==> src/rtl/and_two_pkg.sv <==
// ============================================================================
// Module      : and_two_pkg
// Description : Shared constants for the two-operand AND pipeline unit.
// Revision    : 1.0 - initial release
// ============================================================================
`default_nettype none

package and_two_pkg;

    localparam int AND_TWO_DEFAULT_WIDTH = 32;

endpackage : and_two_pkg

`default_nettype wire

==> src/rtl/and_two_comb.sv <==
// ============================================================================
// Module      : and_two_comb
// Description : Purely combinational bitwise AND with all-zero detect.
// Revision    : 1.0 - initial release
// ============================================================================
`default_nettype none

module and_two_comb
    import and_two_pkg::*;
#(
    parameter int WIDTH = AND_TWO_DEFAULT_WIDTH
) (
    input  logic [WIDTH-1:0] a_i,
    input  logic [WIDTH-1:0] b_i,
    output logic [WIDTH-1:0] data_o,
    output logic             zero_o
);

    logic [WIDTH-1:0] w_and;

    assign w_and  = a_i & b_i;
    assign data_o = w_and;
    assign zero_o = ~|w_and;

endmodule : and_two_comb

`default_nettype wire

==> src/rtl/and_two_pipe.sv <==
// ============================================================================
// Module      : and_two_pipe
// Description : Bitwise AND unit with a registered valid/ready output stage.
// Revision    : 1.0 - initial release
// ============================================================================
`default_nettype none

module and_two_pipe
    import and_two_pkg::*;
#(
    parameter int WIDTH = AND_TWO_DEFAULT_WIDTH
) (
    input  logic             clk,
    input  logic             rst,
    input  logic [WIDTH-1:0] input1,
    input  logic [WIDTH-1:0] input2,
    input  logic             in_valid,
    output logic             in_ready,
    output logic [WIDTH-1:0] result,
    output logic             zero,
    output logic             out_valid,
    input  logic             out_ready
);

    typedef struct packed {
        logic [WIDTH-1:0] data;
        logic             zero;
    } res_t;

    logic [WIDTH-1:0] w_and_data;
    logic             w_and_zero;
    logic             w_accept;
    res_t             res_d;
    res_t             res_q;
    logic             valid_d;
    logic             valid_q;

    and_two_comb #(
        .WIDTH (WIDTH)
    ) u_comb (
        .a_i    (input1),
        .b_i    (input2),
        .data_o (w_and_data),
        .zero_o (w_and_zero)
    );

    // The slot frees up in the same cycle it is drained, so a stream never bubbles.
    assign in_ready = !valid_q || out_ready;
    assign w_accept = in_valid && in_ready;

    always_comb begin
        res_d   = res_q;
        valid_d = valid_q;
        if (w_accept) begin
            res_d.data = w_and_data;
            res_d.zero = w_and_zero;
            valid_d    = 1'b1;
        end else if (out_ready) begin
            valid_d = 1'b0;
        end
    end

    always_ff @(posedge clk) begin
        if (rst) begin
            res_q   <= '0;
            valid_q <= 1'b0;
        end else begin
            res_q   <= res_d;
            valid_q <= valid_d;
        end
    end

    assign result    = res_q.data;
    assign zero      = res_q.zero;
    assign out_valid = valid_q;

endmodule : and_two_pipe

`default_nettype wire

==> config.mk <==
export PLATFORM = sky130hd
export DESIGN_NAME = and_two_pipe
export DESIGN_NICKNAME = d
export VERILOG_FILES = /design/src/rtl/and_two_pkg.sv /design/src/rtl/and_two_comb.sv /design/src/rtl/and_two_pipe.sv
export SDC_FILE = /design/constraint.sdc
export NUM_CORES = 1
export LEC_CHECK = 0
export BUFFER_PORTS_ARGS = -buffer_cell sky130_fd_sc_hd__buf_4
export CAP_MARGIN = 20
export CORE_ASPECT_RATIO = 1.4
export CORE_MARGIN = 3
export CORE_UTILIZATION = 40
export CTS_CLUSTER_DIAMETER = 200
export DETAILED_ROUTE_END_ITERATION = 10
export PLACE_DENSITY = 0.81
export REMOVE_ABC_BUFFERS = 1
export SLEW_MARGIN = 5
export SYNTH_ARGS = -nofsm -noshare
export SYNTH_HDL_FRONTEND = slang
export SYNTH_SLANG_ARGS = --single-unit
export TNS_END_PERCENT = 10
==> constraint.sdc <==
create_clock -name clk -period 1.23 [get_ports clk]
set_input_delay 0.246 -clock clk [delete_from_list [all_inputs] [get_ports clk]]
set_output_delay 0.246 -clock clk [all_outputs]
set_load 0.01 [all_outputs]
# After elaboration in Yosys (flattened, before gate mapping)
# Cells that the tools add are included.
# totals
wordCells,12
register_bits,34
input_bits,68
# op_classes
n_mux,2
reduce_logical,6
bitwise_logic,1
# op_table
operator,n
32-bit AND,1
32-bit OR reduction,1
1-bit logical NOT,2
1-bit two-way mux,2
2-bit nonzero test,1
1-bit logical AND,1
1-bit logical OR,1

# Longest topological paths before layout
# Gate-level depths: netlist (run 1).
# depth
ltp_word,4
ltp_mapped,6
mapped_depth_nobuf,4

# By module
# A second synthesis (run 1) with hierarchy kept.
# hier_totals
cells_unflattened,200
hier_area_um2,1924.3
# by_module_without_submodules
module,instances,cells_each,area_per_inst_um2
and_two_pipe,1,155,1621.6
and_two_comb,1,45,302.8

# Worst setup path after synthesis (run 1)
# OpenSTA, ideal clock, no wires.
# synth_path
path_type,register to register
start,"reg valid_q, in the netlist out_valid"
end,reg res_q (netlist bit result[10])
setup_slack_ns,0.057
synth_period_minus_slack_ns,1.173
t_arrival_ns,1.038
stages_incl_launch_ff,7
setup_ns,0.135
cell_sequence,dfxtp_1 > nand2b_4 > and2_1 > buf_4 > buf_8 > nand3_2 > a21oi_1
# synth_via
elab_chain_cells,3
# synth_rtl
element,line_no,text
"start, declared",and_two_pipe.sv:36,logic valid_q;
"start signal, assigned",and_two_pipe.sv:69,valid_q <= valid_d;
1-bit logical NOT,and_two_pipe.sv:48,assign in_ready = !valid_q || out_ready;
1-bit logical OR,and_two_pipe.sv:48,
named net in_ready,and_two_pipe.sv:18,"output logic in_ready,"
1-bit logical AND,and_two_pipe.sv:49,assign w_accept = in_valid && in_ready;
"end signal, assigned",and_two_pipe.sv:68,res_q <= res_d;
"end, declared",and_two_pipe.sv:34,res_t res_q;
# The timed path passes the listed nets, and every way through them passes these cells.
# A chain may end at the register's enable or synchronous reset.

# Final worst setup path (run 1)
# layout_path
start,"reg valid_q, in the netlist out_valid"
end,reg res_q (netlist bit result[24])
# layout_via
elab_chain_cells,3
# layout_rtl
element,line_no
1-bit logical NOT,and_two_pipe.sv:48
1-bit logical OR,and_two_pipe.sv:48
1-bit logical AND,and_two_pipe.sv:49
# No other way between the ends.

==> PnR_summary.wiki, run 1 <==
{| class="wikitable"
! Metric !! Value
|-
| Outcome || finished, final reports clean
|-
| Worst-path cell chain || nand2b_4 -> and2_2 -> buf_4 -> nand3_1 -> a21oi_1
|-
| Clock transition at the register clock pins on the worst setup and hold paths after CTS || roughly 0.06 ns
|-
| Initial drt markers || 72
|-
| FF-to-FF Start || out_valid
|-
| Routed wire length per instance || 12.9 µm
|-
| Number of iterations in the first detailed-routing pass || 5
|-
| Clk root buf || sky130_fd_sc_hd__clkbuf_8
|-
| Relative area change from synthesis to final layout || 60.5%
|-
| Reported net switching power || 577 µW
|-
| Period utilization || 91.4%
|-
| Largest stage delay on the critical path || 0.38 ns
|-
| Highest achievable clock rate || ~900 MHz
|-
| Clock Sink Count || 34
|-
| Area leader, netlist || sky130_fd_sc_hd__dfxtp_1
|-
| Pin count of the biggest net entering global routing || 34
|-
| Overall die area || 0.00445 mm²
|-
| Combined global-route utilization of all metal layers || a little under a fifth
|-
| Synthesis Warnings || 0
|-
| Terminus of the critical flop-to-flop path || result[24]
|-
| Cells resized by post-CTS repair || 0
|-
| Die width || around 57 µm
|-
| Type of element launching the critical path || flip-flop
|-
| Part of the total power dissipated in the clock network || 31.8%
|-
| Antenna violations before repair || 0
|-
| Area occupied by registers || 681 µm²
|-
| Synth area leaders || sky130_fd_sc_hd__dfxtp_1 46%, sky130_fd_sc_hd__a21oi_1 11%, sky130_fd_sc_hd__nand2_1 8.4%, sky130_fd_sc_hd__nand3_1 7.5%, sky130_fd_sc_hd__nand3_2 6.8%
|-
| Antenna diodes || 0
|-
| Internal portion of total power || 1.85 mW
|-
| Average vias per placed instance || 5.16
|-
| Top cell type's share of synthesized area || 46.3%
|-
| Sw Ratio || between 20% and 30%
|-
| Critical Path Sink Type || flip-flop
|-
| Worst setup path category || flip-flop to flip-flop
|-
| Number of buffers inserted by post-CTS setup repair || 0
|-
| Ratio of cells with drive above 1 in the final layout || 48.3%
|-
| Count of buffers inserted at the top-level ports || 102
|-
| Clock latency on the worst-skew pair || 0.27 ns
|-
| TritonCTS clock tree || done
|-
| Wire length of the first global-routing pass || 6450 µm
|-
| Aggregate routed wire length || 4020 µm
|-
| Initial Util || 42.8%
|-
| Count of hold buffers inserted by post-cts repair || 0
|-
| Synthesized instance count || 168
|-
| Portion of total power attributed to sequential cells || 48.1%
|-
| Count of different cell masters after synthesis || 22
|-
| DRC violation count after routing || 0
|-
| Setup repair after global routing missed its margin || no
|-
| Setup-failing EPs final || 0
|-
| Util after Layout || between 60% and 70%
|-
| Final Slew Violations || 0
|-
| Vias || 1,604
|-
| Clock period minus worst slack || 1.12 ns
|-
| Total non-filler cell area in the finished layout || 0.00236 mm²
|-
| Final non-filler cell total || 311
|-
| Vias in the first global route || 1,544
|-
| Chip height || 77.8 µm
|-
| Syn Area/Cell || about 9 µm²
|-
| Placeable core area || 0.00344 mm²
|-
| End point of the critical path || result[24]
|-
| Path depth of the worst reg2reg path || 5
|-
| Sum of internal, switching and leakage power || 2.43 mW
|-
| First element of the critical path || out_valid
|-
| Final Hold Fails || 0
|-
| Data required time at the worst endpoint || 1.39 ns
|-
| Proportion of power drawn by combinational gates || 20.2%
|-
| Critical Path Slowest Stage Cell || sky130_fd_sc_hd__dfxtp_1
|-
| CTS max path bufs || 2
|-
| Sequential-to-total area share from yosys stat || 46.3%
|-
| Number of top-level pins || 103
|-
| Placement-stage worst setup slack || -0.00480 ns
|-
| Crit-path max FO || 8
|-
| Leak pwr || 1.04 nW
|-
| Worst R2R Setup Slack || 0.11 ns
|-
| Accumulated negative setup slack || 0 ns
|-
| Final clock skew || between 0.004 and 0.005 ns
|-
| Area of the mapped netlist || 0.00147 mm²
|-
| Multi-input logic area || 713 µm²
|-
| Ratio of total power to cell area || 1030 mW/mm²
|-
| # Max-Cap Violations || 0
|-
| Total grt overflow || 0
|-
| Half-perimeter wire length of the detailed placement result || around 3300 µm
|-
| Hold/Removal Path Class || input pin to flip-flop
|-
| Routed Antenna Nets || 0
|-
| Final WS setup || 0.106 ns
|-
| Net count of the finished layout || between 300 and 400
|-
| Tightest Pin Transition || 0.303 ns
|-
| Total CTS buffers || 5
|-
| Gp weighted congestion || 0.762
|-
| Critical path arrival || 1.28 ns
|-
| Area after detailed placement || 0.00227 mm²
|-
| Cell count after placement || around 310
|-
| Maximum VDD drop || 0.000892 V
|-
| Floorplan row count || 25
|-
| Number of fillers in the final layout || 318
|-
| Slew margin rel. || between 70 and 80%
|-
| Worst hold slack after final layout || 0.225 ns
|-
| Register bit count reported by yosys || 34
|-
| Number of levels in the clock H-tree || 2
|}
-- how the worst min path moves through the flow --
stage,slack (ns),end,start,depth (start not counted)
after detailed placement,0.45,result[18],result[18],2
after CTS,0.22,result[10],input2[10],3
after global routing,0.22,result[12],input2[12],3
after global placement,0.44,result[8],result[8],2
final,0.22,result[10],input2[10],3
after floorplan,0.31,result[4],rst,1
-- layout by cell type (no fill, tap or decap) --
cell type                  count
sky130_fd_sc_hd__nand2b_4      1
sky130_fd_sc_hd__and2_2        1
sky130_fd_sc_hd__buf_4       105
sky130_fd_sc_hd__buf_12        1
sky130_fd_sc_hd__a221oi_2      2
sky130_fd_sc_hd__nand3_2      10
sky130_fd_sc_hd__nand4_1       3
sky130_fd_sc_hd__o31ai_2       1
sky130_fd_sc_hd__a222oi_1      1
sky130_fd_sc_hd__nand3b_1      1
sky130_fd_sc_hd__buf_6         2
sky130_fd_sc_hd__nand3_1      22
sky130_fd_sc_hd__and4_1        1
sky130_fd_sc_hd__a22o_1        2
sky130_fd_sc_hd__nand2_1      33
sky130_fd_sc_hd__a22oi_1      10
sky130_fd_sc_hd__a21oi_2       2
sky130_fd_sc_hd__inv_1         1
sky130_fd_sc_hd__clkbuf_8      6
sky130_fd_sc_hd__a21oi_1      32
sky130_fd_sc_hd__dfxtp_1      34
-- power by group through the flow --
stage | Clock, mW | Sequential (mW) | Combinational (mW)
final | 0.771 | 1.17 | 0.489
after global routing | 0.852 | 1.17 | 0.537
after CTS | 0.805 | 1.17 | 0.492
after detailed placement | 0 | 1.19 | 0.492
after global placement | 0 | 1.19 | 0.485
after floorplan | 0 | 1.21 | 0.129
-- Yosys cell counts, drive strengths merged --
cell type / count
a21oi: 34
dfxtp: 34
nand2: 33
nand3: 32
a22oi: 10
buf: 7
clkbuf: 4
nand4: 3
a221oi: 2
a22o: 2
a222oi: 1
and2: 1
and4: 1
inv: 1
nand2b: 1
nand3b: 1
o31ai: 1
-- worst max-delay path: cells and delay by family (launching register included) --
| family | cells | cell delay [ns] |
|---|---|---|
| and+or+nand+nor | 3 | 0.40 |
| DFF | 1 | 0.38 |
| buffers and inverters | 1 | 0.17 |
| AOI/OAI and AO/OA | 1 | 0.06 |
-- area by class of cell --
type                    instances  area share, %
inverters                       1          0.159
clock buffers                   6           3.50
multi-input cells             122           30.2
flip-flops and latches         34           28.8
repair buffers                108           35.2
well taps                      40           2.12
-- state kept, by name (all words and copies together) (netlist names) --
name       cells
zero           1
out_valid      1
result        32
-- metal layers --
layer	wire length, µm	up-vias	share of wire, %	track usage (%)
met5	0	-	0	0
met4	15	0	0.37	6.26
met3	361	2	9.0	4.99
met2	2200	66	55	33.4
met1	1440	726	36	19.1
li1	-	810	-	-
-- cells by family after synthesis --
logic type             count (synthesis)  share of synthesized area [%]
flip-flops                            34                           46.3
AND/OR/NAND/NOR                       72                           26.4
AO/OA/AOI/OAI                         50                           21.9
buffers and inverters                 12                           5.36
Power figures use the tool's default switching activity.
==> inputs of run 2 (changes only) <==
--- a/config.mk
+++ b/config.mk
@@ -13,2 +13,3 @@
 export CTS_CLUSTER_DIAMETER = 200
+export CTS_CLUSTER_SIZE = 24
 export DETAILED_ROUTE_END_ITERATION = 10
==> constraint.sdc (replaced) <==
create_clock -name clk -period 1.23 [get_ports clk]
set_input_delay 0.123 -clock clk [delete_from_list [all_inputs] [get_ports clk]]
set_output_delay 0.123 -clock clk [all_outputs]
set_load 0.01 [all_outputs]
==> run 2 against run 1 <==
  * Final cell count rose by 0.32%
  * Clock-buffer cell count rose by 1
  * Clock skew barely moved
  * Clock power is 0.8% lower
  * Flip-flop and latch count is the same
  * Critical path depth did not move
  * Final area fell by 0.79%
  * Total power fell by 0.31%
  * Core utilization is 0.55 points lower
  * Fmax is 0.39% higher
  * Combinational power about the same
  * Critical path type unchanged
  * Largest cell class unchanged
==> PnR_summary.wiki, run 2 (synthesized netlist as in run 1, its figures left out) <==
{| class="wikitable"
! Metric !! Value
|-
| Outcome || finished, final reports clean
|-
| Final Slew Violations || 0
|-
| Placement-stage worst setup slack || approximately 0.06 ns
|-
| Wire length of the first global-routing pass || 6930 µm
|-
| Setup repair after global routing missed its margin || no
|-
| Clock period minus worst slack || 1.12 ns
|-
| Number of top-level pins || roughly 100
|-
| Pin count of the biggest net entering global routing || 20
|-
| TritonCTS clock tree || done
|-
| Initial Util || 42.8%
|-
| FF-to-FF Start || out_valid
|-
| Terminus of the critical flop-to-flop path || result[0]
|-
| Combined global-route utilization of all metal layers || 19.7%
|-
| Worst setup path category || flip-flop to flip-flop
|-
| Count of buffers inserted at the top-level ports || around 100
|-
| Util after Layout || 68.1%
|-
| Maximum VDD drop || between 0.0007 and 0.0008 V
|-
| Die width || between 50 and 60 µm
|-
| Chip height || 77.8 µm
|-
| Number of fillers in the final layout || approximately 310
|-
| DRC violation count after routing || 0
|-
| Setup-failing EPs final || 0
|-
| Relative area change from synthesis to final layout || 59.2%
|-
| Total CTS buffers || 5
|-
| Highest achievable clock rate || 893 MHz
|-
| Average vias per placed instance || around 5.2
|-
| Routed Antenna Nets || 0
|-
| Endpoint of the worst hold-timing path || result[11]
|-
| Type of element launching the critical path || flip-flop
|-
| Critical Path Sink Type || flip-flop
|-
| Worst R2R Setup Slack || 0.11 ns
|-
| Slew margin rel. || 80.0%
|-
| Net count of the finished layout || 340
|-
| Data required time at the worst endpoint || around 1.4 ns
|-
| Initial drt markers || 46
|-
| Antenna violations before repair || 0
|-
| Leak pwr || 1.03 nW
|-
| Clock Sink Count || 34
|-
| Final WS setup || roughly 0.11 ns
|-
| Largest register FFs || 32
|-
| Clock latency on the worst-skew pair || 0.29 ns
|-
| Vias in the first global route || 1,597
|-
| Number of levels in the clock H-tree || 2
|-
| Clk root buf || sky130_fd_sc_hd__clkbuf_8
|-
| Crit-path max FO || 8
|-
| Period utilization || about 91%
|-
| Clock transition at the register clock pins on the worst setup and hold paths after CTS || around 0.06 ns
|-
| Placeable core area || 0.00344 mm²
|-
| Count of hold buffers inserted by post-cts repair || 0
|-
| Critical path arrival || 1.29 ns
|-
| Overall die area || roughly 0.0045 mm²
|-
| Gp weighted congestion || 0.820
|-
| Vias || about 1,600
|-
| Aggregate routed wire length || 4370 µm
|-
| Instance count along the most critical hold path || 3
|-
| Worst hold start || input2[11]
|-
| Most common cell after layout, fill and taps aside || sky130_fd_sc_hd__buf_4
|-
| Tightest Pin Transition || between 0.2 and 0.3 ns
|-
| Final Hold Fails || 0
|-
| Number of iterations in the first detailed-routing pass || 4
|-
| Area after detailed placement || 0.00226 mm²
|-
| Floorplan row count || 25
|-
| Routed wire length per instance || 14.0 µm
|-
| Hold/Removal Path Class || input pin to flip-flop
|-
| Final clock skew || 0.00447 ns
|-
| Commonest cells after routing, fill and taps aside || 106 x sky130_fd_sc_hd__buf_4, 34 x sky130_fd_sc_hd__dfxtp_1, 33 x sky130_fd_sc_hd__nand2_1, 32 x sky130_fd_sc_hd__a21oi_1, 22 x sky130_fd_sc_hd__nand3_1
|-
| CTS max path bufs || 2
|-
| Ratio of cells with drive above 1 in the final layout || 47.8%
|-
| Total non-filler cell area in the finished layout || between 0.002 and 0.0025 mm²
|-
| # Max-Cap Violations || 0
|-
| Total grt overflow || 0
|-
| Path depth of the worst reg2reg path || 5
|-
| Half-perimeter wire length of the detailed placement result || 3420 µm
|-
| Ratio of total power to cell area || 1030 mW/mm²
|-
| Antenna diodes || 0
|}
## run 2: cell count changes in the layout (fill, tap and decap cells not counted)
cell,before,now
sky130_fd_sc_hd__buf_12,1,0
sky130_fd_sc_hd__clkbuf_8,6,5
sky130_fd_sc_hd__clkbuf_1,0,2
sky130_fd_sc_hd__buf_4,105,106
## run 2: worst max-delay path, cell delays in order, from the launching register on
cell                       delay, ns
sky130_fd_sc_hd__dfxtp_1        0.38
sky130_fd_sc_hd__nand2b_4       0.07
sky130_fd_sc_hd__and2_2         0.23
sky130_fd_sc_hd__buf_4          0.17
sky130_fd_sc_hd__nand3_1        0.08
sky130_fd_sc_hd__a21oi_1        0.07
## run 2: layout make-up
class	count	area, µm²	area share [%]
well taps	40	50.0	2.14
repair buffers	108	818	34.9
flip-flops and latches	34	681	29.1
inverters	1	3.75	0.160
multi-input cells	122	713	30.4
clock buffers	7	76.3	3.26
## run 2: how the worst max path moves through the flow
stage                    start          to
floorplan            out_valid        zero
global placement    input1[26]        zero
detailed placement   out_valid  result[20]
CTS                  out_valid  result[20]
global route         out_valid  result[20]
finish               out_valid   result[0]
## run 2: timing repair
item,4_1_cts,5_1_grt
gates resized for setup,0,3
buffers inserted,0,0
endpoints found under the setup margin,0,12
hold endpoints to repair,0,0
## run 2: through the flow
step                      cells  setup TNS, ns  total power [mW]  hold slack [ns]
final                       312              0              2.42           0.0871
after global routing        312              0              2.53           0.0843
after CTS                   312              0              2.45           0.0809
after detailed placement    305              0              1.68            0.391
after global placement      305              0              1.67            0.386
after floorplan             157         -11.35              1.34            0.185
## run 2: layer usage
layer / vias to the layer above / wire [µm] / GRT usage [%]
li1: 812 / - / -
met1: 732 / 1570 / 20.7
met5: - / 0 / 0
met4: 0 / 61 / 6.96
met2: 77 / 2330 / 35.2
met3: 6 / 405 / 7.15
## run 2: power by group
group          total [mW]  leakage [nW]  internal [mW]  switching (mW)
Sequential           1.17         0.277           1.14          0.0236
Clock               0.765        0.0383          0.389           0.376
Combinational       0.488         0.717          0.271           0.217
==> inputs of run 3 (changes only) <==
Settings changed: PLACE_DENSITY 0.81 to 0.9.
==> run 3 against run 2 <==
  * Critical endpoint is now result[20]
  * Sequential power barely moved
  * Critical path depth unchanged
  * Setup slack lost 0.030 ns
  * Clock skew is 0.0013 ns higher
  * Largest cell class unchanged
  * Global-route usage increased by 2.8 points
  * Die area unchanged
==> PnR_summary.wiki, run 3 (synthesized netlist as in run 1, its figures left out) <==
{| class="wikitable"
! Metric !! Value
|-
| Outcome || finished, final reports clean
|-
| Tightest Pin Transition || roughly 0.28 ns
|-
| Worst hold start || input2[12]
|-
| Maximum VDD drop || 0.00111 V
|-
| Total grt overflow || 0
|-
| Aggregate routed wire length || 4870 µm
|-
| Cell class contributing the biggest share of worst-path delay || simple AND/OR/NAND/NOR gates
|-
| Final clock skew || 0.00573 ns
|-
| Highest achievable clock rate || 870 MHz
|-
| Antenna violations before repair || 0
|-
| Vias || 1,688
|-
| Overall die area || approximately 0.0045 mm²
|-
| Count of hold buffers inserted by post-cts repair || 0
|-
| Number of fillers in the final layout || 292
|-
| GRT Max-Usage Layer || met2
|-
| Initial drt markers || 57
|-
| Setup-failing EPs final || 0
|-
| Buffers and inverters on the worst path || 1
|-
| Clk root buf || sky130_fd_sc_hd__clkbuf_8
|-
| Placeable core area || 0.00344 mm²
|-
| Clock transition at the register clock pins on the worst setup and hold paths after CTS || 0.07 ns
|-
| Type of element launching the critical path || flip-flop
|-
| Net count of the finished layout || 340
|-
| Critical path arrival || 1.37 ns
|-
| FF-to-FF Start || out_valid
|-
| Commonest cells after routing, fill and taps aside || 105 x sky130_fd_sc_hd__buf_4, 34 x sky130_fd_sc_hd__dfxtp_1, 33 x sky130_fd_sc_hd__nand2_1, 32 x sky130_fd_sc_hd__a21oi_1, 22 x sky130_fd_sc_hd__nand3_1
|-
| Ratio of total power to cell area || 1140 mW/mm²
|-
| Period utilization || roughly 93%
|-
| Hold/Removal Path Class || input pin to flip-flop
|-
| Die width || between 50 and 60 µm
|-
| Clock latency on the worst-skew pair || 0.28 ns
|-
| Cell count after placement || 305
|-
| First element of the critical path || out_valid
|-
| Wire length of the first global-routing pass || ~7800 µm
|-
| Largest stage delay on the critical path || 0.33 ns
|-
| Met2 routing resource usage after global routing || 43.4%
|-
| Clock Sink Count || 34
|-
| Number of iterations in the first detailed-routing pass || 4
|-
| Pin count of the biggest net entering global routing || 28
|-
| Most common cell after layout, fill and taps aside || sky130_fd_sc_hd__buf_4
|-
| DRC violation count after routing || 0
|-
| GR Util met1 || 22.6%
|-
| Data required time at the worst endpoint || 1.45 ns
|-
| Worst hold slack after final layout || 0.0913 ns
|-
| Crit-path max FO || 17
|-
| Worst-path cell chain || nand2b_4 -> and2_1 -> buf_6 -> nand3_1 -> a21oi_1
|-
| Initial Util || 42.8%
|-
| Final WS setup || 0.0800 ns
|-
| Final Slew Violations || 0
|-
| Leak pwr || 1.06 nW
|-
| Relative area change from synthesis to final layout || 62.4%
|-
| Count of buffers inserted at the top-level ports || 102
|-
| Number of levels in the clock H-tree || 2
|-
| TritonCTS clock tree || done
|-
| Clock period minus worst slack || 1.15 ns
|-
| Vias in the first global route || 1,741
|-
| Number of top-level pins || 103
|-
| Critical Path Sink Type || flip-flop
|-
| Placement-stage worst setup slack || 0.0380 ns
|-
| Final Hold Fails || 0
|-
| CTS max path bufs || 2
|-
| Combined global-route utilization of all metal layers || 22.5%
|-
| Worst setup path category || flip-flop to flip-flop
|-
| Total CTS buffers || 5
|-
| Largest register FFs || 32
|-
| Routed wire length per instance || 15.6 µm
|-
| Met3 capacity usage during global routing || 6.99%
|-
| Chip height || 77.8 µm
|-
| Ratio of cells with drive above 1 in the final layout || 48.2%
|-
| Routed Antenna Nets || 0
|-
| Floorplan row count || 25
|-
| Slew margin rel. || roughly four fifths
|-
| # Max-Cap Violations || 0
|-
| Setup repair after global routing missed its margin || yes
|-
| Average vias per placed instance || 5.41
|-
| Final non-filler cell total || 312
|-
| Antenna diodes || 0
|-
| Half-perimeter wire length of the detailed placement result || 3850 µm
|-
| Critical Path Slowest Stage Cell || sky130_fd_sc_hd__dfxtp_1
|-
| Gp weighted congestion || between 0.7 and 0.8
|}
[run 3: worst register-to-register path, cell delays in order (launching register included)]
cell	delay, ns
sky130_fd_sc_hd__dfxtp_1	0.33
sky130_fd_sc_hd__nand2b_4	0.09
sky130_fd_sc_hd__and2_1	0.21
sky130_fd_sc_hd__buf_6	0.22
sky130_fd_sc_hd__nand3_1	0.10
sky130_fd_sc_hd__a21oi_1	0.13
[run 3: layout make-up]
class	instances	area, µm²	area share [%]
clock inverters	1	30.0	1.26
clock buffers	6	82.6	3.46
inverters	1	3.75	0.157
multi-input cells	122	712	29.8
flip-flops and latches	34	681	28.5
repair buffers	108	831	34.8
well taps	40	50.0	2.09
[run 3: per-layer routing]
layer / vias up / wire length, µm
met5: - / 0
met1: 788 / 1740
met4: 0 / 42
met2: 83 / 2710
li1: 811 / -
met3: 6 / 381
[run 3: what timing repair did]
item	in CTS	in global routing
buffers inserted	0	0
setup endpoints to repair	0	12
hold endpoints to repair	0	0
gates resized for setup	0	2
[run 3: path summary, 6_finish.rpt]
check / endpoint / slack, ns / depth (start not counted)
max: result[20] / 0.08 / 5
min reg2reg: result[14] / 0.46 / 2
min: result[12] / 0.09 / 3
max reg2reg: result[20] / 0.08 / 5
[run 3: power breakdown]
| group | internal (mW) | switching, mW |
|---|---|---|
| combinational | 0.275 | 0.229 |
| clock | 0.648 | 0.395 |
| sequential | 1.14 | 0.0228 |
[run 3: metrics by stage]
| stage | utilization [%] | area [µm²] | setup TNS [ns] | power [mW] |
|---|---|---|---|---|
| floorplan | - | 1400 | -11.35 | 1.34 |
| global placement | 66.0 | 2270 | 0 | 1.68 |
| detailed placement | 66.0 | 2270 | 0 | 1.69 |
| CTS | 69.2 | 2380 | 0 | 2.73 |
| global route | 69.5 | 2390 | -0.0309 | 2.82 |
| finish | 69.5 | 2390 | 0 | 2.71 |
